## config.mk

```make
export PLATFORM = sky130hd
export DESIGN_NAME = rf_sequencer
export DESIGN_NICKNAME = d
export VERILOG_FILES = /design/src/rtl/rf_sequencer.sv
export SDC_FILE = /design/constraint.sdc
export NUM_CORES = 1
export LEC_CHECK = 0
export CAP_MARGIN = 20
export CELL_PAD_IN_SITES_DETAIL_PLACEMENT = 1
export CELL_PAD_IN_SITES_GLOBAL_PLACEMENT = 1
export CORE_ASPECT_RATIO = 0.6
export CORE_MARGIN = 2
export CORE_UTILIZATION = 37
export CTS_BUF_LIST = sky130_fd_sc_hd__clkbuf_8
export DETAILED_ROUTE_END_ITERATION = 7
export PLACE_DENSITY_LB_ADDON = 0.1
export RECOVER_POWER = 100
export SYNTH_ARGS = -nofsm -noshare
export SYNTH_HDL_FRONTEND = slang
export SYNTH_SLANG_ARGS = --single-unit
```

## constraint.sdc

```tcl
create_clock -name clk -period 2.4 [get_ports clk]
set_clock_uncertainty 0.05 [all_clocks]
set_input_delay 0.72 -clock clk [delete_from_list [all_inputs] [get_ports clk]]
set_output_delay 0.72 -clock clk [all_outputs]
set_load 0.05 [all_outputs]
```

## src/rtl/rf_sequencer.sv

```systemverilog
// Command-driven micro-sequencer for the 8-register file: expands one register
// operation at a time into cycle-by-cycle RF control, returning read data and done.
module rf_sequencer #(
  parameter int unsigned DATA_W = 8,
  parameter int unsigned CNT_W  = 4
) (
  input  logic              clk,
  input  logic              rst_n,
  input  logic              cmd_valid,
  output logic              cmd_ready,
  input  logic [2:0]        cmd_op,
  input  logic [2:0]        cmd_dst,
  input  logic [2:0]        cmd_src,
  input  logic [DATA_W-1:0] cmd_data,
  input  logic [CNT_W-1:0]  cmd_cnt,
  output logic [1:0]        rf_funsel,
  output logic [3:0]        rf_rsel,
  output logic [3:0]        rf_tsel,
  output logic [2:0]        rf_o1sel,
  output logic [2:0]        rf_o2sel,
  output logic [DATA_W-1:0] rf_i,
  input  logic [DATA_W-1:0] rf_o1,
  output logic              rsp_valid,
  output logic [DATA_W-1:0] rsp_data,
  output logic              done,
  output logic              err
);

  localparam logic [2:0] OP_CLR = 3'd0;
  localparam logic [2:0] OP_LDI = 3'd1;
  localparam logic [2:0] OP_INC = 3'd2;
  localparam logic [2:0] OP_DEC = 3'd3;
  localparam logic [2:0] OP_MOV = 3'd4;
  localparam logic [2:0] OP_RD  = 3'd5;

  localparam logic [1:0] FS_CLR = 2'b00;
  localparam logic [1:0] FS_LD  = 2'b01;
  localparam logic [1:0] FS_DEC = 2'b10;
  localparam logic [1:0] FS_INC = 2'b11;

  typedef enum logic [2:0] {
    S_IDLE   = 3'd0,
    S_EXEC   = 3'd1,
    S_MOV_RD = 3'd2,
    S_MOV_WR = 3'd3,
    S_RD     = 3'd4
  } state_e;

  state_e              state_q, state_d;
  logic [2:0]          op_q, op_d;
  logic [2:0]          dst_q, dst_d;
  logic [2:0]          src_q, src_d;
  logic [DATA_W-1:0]   data_q, data_d;
  logic [CNT_W-1:0]    cnt_q, cnt_d;
  logic [DATA_W-1:0]   hold_q, hold_d;

  logic                cmd_ready_q, cmd_ready_d;
  logic [1:0]          funsel_q, funsel_d;
  logic [3:0]          rsel_q, rsel_d;
  logic [3:0]          tsel_q, tsel_d;
  logic [2:0]          o1sel_q, o1sel_d;
  logic [2:0]          o2sel_q, o2sel_d;
  logic [DATA_W-1:0]   rf_i_q, rf_i_d;
  logic                rsp_valid_q, rsp_valid_d;
  logic [DATA_W-1:0]   rsp_data_q, rsp_data_d;
  logic                done_q, done_d;
  logic                err_q, err_d;

  logic                cnt_op_d;
  logic                wr_en_d;
  logic [3:0]          sel_d;

  // Next state, then outputs decoded from the next state so every output is a flop.
  always_comb begin
    state_d     = state_q;
    op_d        = op_q;
    dst_d       = dst_q;
    src_d       = src_q;
    data_d      = data_q;
    cnt_d       = cnt_q;
    hold_d      = hold_q;
    rsp_data_d  = rsp_data_q;
    rsp_valid_d = 1'b0;
    done_d      = 1'b0;
    err_d       = 1'b0;

    case (state_q)
      S_IDLE: begin
        if (cmd_valid) begin
          op_d   = cmd_op;
          dst_d  = cmd_dst;
          src_d  = cmd_src;
          data_d = cmd_data;
          cnt_d  = cmd_cnt;
          case (cmd_op)
            OP_CLR, OP_LDI, OP_INC, OP_DEC: state_d = S_EXEC;
            OP_MOV:                         state_d = S_MOV_RD;
            OP_RD:                          state_d = S_RD;
            default: begin
              done_d = 1'b1;
              err_d  = 1'b1;
            end
          endcase
        end
      end
      S_EXEC: begin
        if ((op_q == OP_INC || op_q == OP_DEC) && cnt_q > CNT_W'(1)) begin
          cnt_d = cnt_q - CNT_W'(1);
        end else begin
          cnt_d   = '0;
          state_d = S_IDLE;
          done_d  = 1'b1;
        end
      end
      S_MOV_RD: begin
        hold_d  = rf_o1;
        state_d = S_MOV_WR;
      end
      S_MOV_WR: begin
        state_d = S_IDLE;
        done_d  = 1'b1;
      end
      S_RD: begin
        rsp_data_d  = rf_o1;
        rsp_valid_d = 1'b1;
        done_d      = 1'b1;
        state_d     = S_IDLE;
      end
      default: state_d = S_IDLE;
    endcase

    // A zero repeat count keeps EXEC for one cycle but never enables a write.
    cnt_op_d = (op_d == OP_INC) || (op_d == OP_DEC);
    wr_en_d  = ((state_d == S_EXEC) && (!cnt_op_d || cnt_d != '0)) ||
               (state_d == S_MOV_WR);
    sel_d    = 4'b1000 >> dst_d[1:0];

    funsel_d = FS_CLR;
    rf_i_d   = '0;
    if (state_d == S_EXEC) begin
      case (op_d)
        OP_LDI: begin
          funsel_d = FS_LD;
          rf_i_d   = data_d;
        end
        OP_INC:  funsel_d = FS_INC;
        OP_DEC:  funsel_d = FS_DEC;
        default: funsel_d = FS_CLR;
      endcase
    end else if (state_d == S_MOV_WR) begin
      funsel_d = FS_LD;
      rf_i_d   = hold_d;
    end

    rsel_d      = (wr_en_d && dst_d[2])  ? sel_d : 4'b0000;
    tsel_d      = (wr_en_d && !dst_d[2]) ? sel_d : 4'b0000;
    o1sel_d     = src_d;
    o2sel_d     = dst_d;
    cmd_ready_d = (state_d == S_IDLE);
  end

  // State, command latches and output registers.
  always_ff @(posedge clk or negedge rst_n) begin
    if (!rst_n) begin
      state_q     <= S_IDLE;
      op_q        <= '0;
      dst_q       <= '0;
      src_q       <= '0;
      data_q      <= '0;
      cnt_q       <= '0;
      hold_q      <= '0;
      cmd_ready_q <= 1'b1;
      funsel_q    <= FS_CLR;
      rsel_q      <= '0;
      tsel_q      <= '0;
      o1sel_q     <= '0;
      o2sel_q     <= '0;
      rf_i_q      <= '0;
      rsp_valid_q <= 1'b0;
      rsp_data_q  <= '0;
      done_q      <= 1'b0;
      err_q       <= 1'b0;
    end else begin
      state_q     <= state_d;
      op_q        <= op_d;
      dst_q       <= dst_d;
      src_q       <= src_d;
      data_q      <= data_d;
      cnt_q       <= cnt_d;
      hold_q      <= hold_d;
      cmd_ready_q <= cmd_ready_d;
      funsel_q    <= funsel_d;
      rsel_q      <= rsel_d;
      tsel_q      <= tsel_d;
      o1sel_q     <= o1sel_d;
      o2sel_q     <= o2sel_d;
      rf_i_q      <= rf_i_d;
      rsp_valid_q <= rsp_valid_d;
      rsp_data_q  <= rsp_data_d;
      done_q      <= done_d;
      err_q       <= err_d;
    end
  end

  assign cmd_ready = cmd_ready_q;
  assign rf_funsel = funsel_q;
  assign rf_rsel   = rsel_q;
  assign rf_tsel   = tsel_q;
  assign rf_o1sel  = o1sel_q;
  assign rf_o2sel  = o2sel_q;
  assign rf_i      = rf_i_q;
  assign rsp_valid = rsp_valid_q;
  assign rsp_data  = rsp_data_q;
  assign done      = done_q;
  assign err       = err_q;

endmodule

```

==> impl_metrics.env <==
export IMPL_ctsRootBufferMaster="clkbuf_8"
export IMPL_rsz0062_at_grt="false"
export IMPL_yosys_warnings=0
export IMPL_htree_levels=2
export IMPL_rr_worst_depth=8
export IMPL_core_um2=6110
export IMPL_async_flop_share_pct=100
export IMPL_path_buf_inv=1
export IMPL_io_buffers=67
export IMPL_ys_ff_latch=54
export IMPL_wl_um=6260
export IMPL_crit_type="register to output pin"
export IMPL_num_antenna_cells=0
export IMPL_r2r_end="rf_tsel[0]$_DFF_PN0_"
export IMPL_die_w_um=107
export IMPL_setup_viol=0
export IMPL_synth_area_leaders="dfrtp_1, nand2_1, mux2_2, o21ai_0, and2_1"
export IMPL_grt_overflow=0
export IMPL_hpwl_um=4630
export IMPL_drv_slew=0
export IMPL_clkTransAtPathRegs_ps=100
export IMPL_p_leak_nw=1.53
export IMPL_fp_dieH_um=65.5
export IMPL_io_pins=68
export IMPL_drt_iter0_markers=62
export IMPL_cp_arrival_ps=1520
export IMPL_setup_ws_ps=109
export IMPL_grt_pass1_vias=1997
export IMPL_start_util_pct=38.2
export IMPL_cp_cell_sequence="clkdlybuf4s50_1"
export IMPL_ys_flop_type="dfrtp_1"
export IMPL_hold_path_end="op_q[2]$_DFF_PN0_"
export IMPL_yosysSeqAreaShare_pct=57.9
export IMPL_crit_required_ps=1630
export IMPL_detail_route_wl_per_cell_um=15.9
export IMPL_synth_common_cells="nand2_1, dfrtp_1, inv_1, o21ai_0"
export IMPL_status="finished clean"
export IMPL_syn_nets=255
export IMPL_irDropWorstVdd_mv=0.561
export IMPL_syn_area_um2=2340
export IMPL_cp_end_kind="output pin"
export IMPL_critPathLaunchType="register"
export IMPL_grt_max_degree=36
export IMPL_yosysTopAreaCell="dfrtp_1"
export IMPL_finalSetupTns_ps=0
export IMPL_worst_pin_slew_ps=1140
export IMPL_period_needed_ps=2290
export IMPL_cts_sinks=54
export IMPL_syn_inst=221
export IMPL_track_usage_pct=19.1
export IMPL_post_synth_cell_area_avg_um2=10.6
export IMPL_yosysTopAreaCellShare_pct=56.8
export IMPL_cap_violations=0
export IMPL_r2r_slack_ps=180
export IMPL_cp_max_fo=2
export IMPL_cp_top_family="buffers and inverters"
export IMPL_synth_most_common_cell="nand2_1"
export IMPL_antenna_found_initial=0
export IMPL_cts_max_path_buffers=2
export IMPL_avgViaCountPerCell=4.85
export IMPL_hold_class="register to register"
export IMPL_detailedRoute_firstPassIterationCount=4
export IMPL_dp_slack_ps=-501
export IMPL_rows=22
export IMPL_startpoint="rf_o2sel[1]$_DFF_PN0_"
export IMPL_ant_nets=0
export IMPL_grt_pass1_wl_um=10200
export IMPL_worst_skew_pair_late_latency_ps=300
export IMPL_fin_nets=342
export IMPL_drc_errors=0
export IMPL_hp_start="op_q[2]$_DFF_PN0_"
export IMPL_cts_tree="built"
export IMPL_syn2layout_area_growth_pct=45.2
export IMPL_drive_above_1_share_pct=18.4
export IMPL_hold_violations=0
export IMPL_vias=1908
export IMPL_synth_edff_count=0
export IMPL_hold_depth=2
export IMPL_max_stage_delay_ps=820
export IMPL_maxSlewHeadroom_pct=24.1
export IMPL_p_per_area_nw_per_um2=1270
export IMPL_reg2reg_from="state_q[2]$_DFF_PN0_"
export IMPL_fmax_mhz=436
export IMPL_crit_slowest_cell="clkdlybuf4s50_1"
export IMPL_die_area_um2=6990
export IMPL_fin_crit_sh_pct=95.5
export IMPL_gp_congestion=0.822
export IMPL_numCtsBuffers=5
export IMPL_synth_cell_type_count=43
==> layout by cell type (no fill, tap or decap), types with 2 or more instances in the layout <==
cell type         n
buf_6             3
and3_1            2
buf_4            15
o21ai_1           2
and2_4            2
a221oi_2          3
xnor2_1           2
clkbuf_1          5
mux2_2            8
o21ai_0          12
nand4_1           2
inv_2             2
nor4_2            3
dfrtp_1          53
or3_1             2
and2_0            7
nand3_1           3
ha_1              2
nand2_1          53
nor3_1            6
a31oi_1           2
clkdlybuf4s50_1  64
nor2_1            7
o21a_1            3
clkbuf_8          7
inv_1            12
==> worst reg2reg max path: cells and delay by family (launching register included) <==
family / cells / cell delay, ps
AND/OR/NAND/NOR: 4 / 570
flip-flops: 1 / 470
buffers and inverters: 3 / 740
AO/OA/AOI/OAI: 1 / 290
==> final cells by class <==
type,count,area (um^2)
tap,84,105
clock buffer,7,96.3
fill,682,2720
timing repair buffer,90,846
multi-input combinational,143,931
clock inverter,1,8.76
inverter,14,52.6
sequential,54,1350
==> metal layers <==
| layer | up-vias | track usage (%) | share of wire [%] |
|---|---|---|---|
| li1 | 916 | - | - |
| met1 | 939 | 29.1 | 52 |
| met2 | 49 | 27.8 | 43 |
| met3 | 4 | 3.67 | 4.1 |
| met4 | 0 | 4.38 | 0.54 |
| met5 | - | 0 | 0 |
==> power by group <==
group,internal [mW],switching [mW],total [mW]
Clock,0.265,0.294,0.559
Sequential,1.24,0.189,1.43
Combinational,0.861,1.46,2.32
==> registers in the layout, indices dropped and copies added (netlist names), 3 cells and up <==
signal    flops
data_q        8
rf_i          8
cnt_q         4
rf_o2sel      3
rsp_data      8
rf_rsel       4
rf_tsel       4
rf_o1sel      3
state_q       3
op_q          3
==> cells by family (layout without fill, tap and decap cells) <==
logic type                 Yosys count  in the layout  share of synthesized area, %
and+or+nand+nor                    100            100                          22.1
DFF                                 54             54                          57.9
AOI/OAI and AO/OA                   30             30                          8.95
buffers and inverters               24            112                          4.98
muxes                                9              9                          4.29
adders and majority gates            2              2                          1.07
xor gates and xnor gates             2              2                         0.750
==> how the worst max path moves through the flow <==
stage / endpoint / slack (ps) / depth (start not counted)
floorplan: rf_rsel[2]$_DFF_PN0_ / 340 / 5
global placement: rf_tsel[0]$_DFF_PN0_ / -390 / 6
detailed placement: rf_rsel[3]$_DFF_PN0_ / -500 / 6
CTS: rf_tsel[2]$_DFF_PN0_ / 6 / 7
global route: rf_tsel[0]$_DFF_PN0_ / 30 / 8
finish: rf_o2sel[1] / 110 / 1
==> repair_timing <==
action	CTS	global route
resized for setup	5	9
pin swaps	1	1
endpoints found under the setup margin	8	18
hold endpoints to repair	0	0
gates cloned	0	0
buffers inserted	1	2
hold buffers	0	0
==> per-stage QoR <==
stage | instance area, um^2 | util, % | instances | hold WS, ps | total power [mW]
floorplan | 2340 | - | 221 | 374 | 2.88
global placement | 3210 | 52.6 | 382 | 429 | 3.64
detailed placement | 3210 | 52.6 | 382 | 441 | 3.68
CTS | 3350 | 54.8 | 391 | 312 | 4.29
global route | 3390 | 55.5 | 393 | 490 | 4.60
finish | 3390 | 55.5 | 393 | 458 | 4.31
Power figures use the tool's default switching activity.
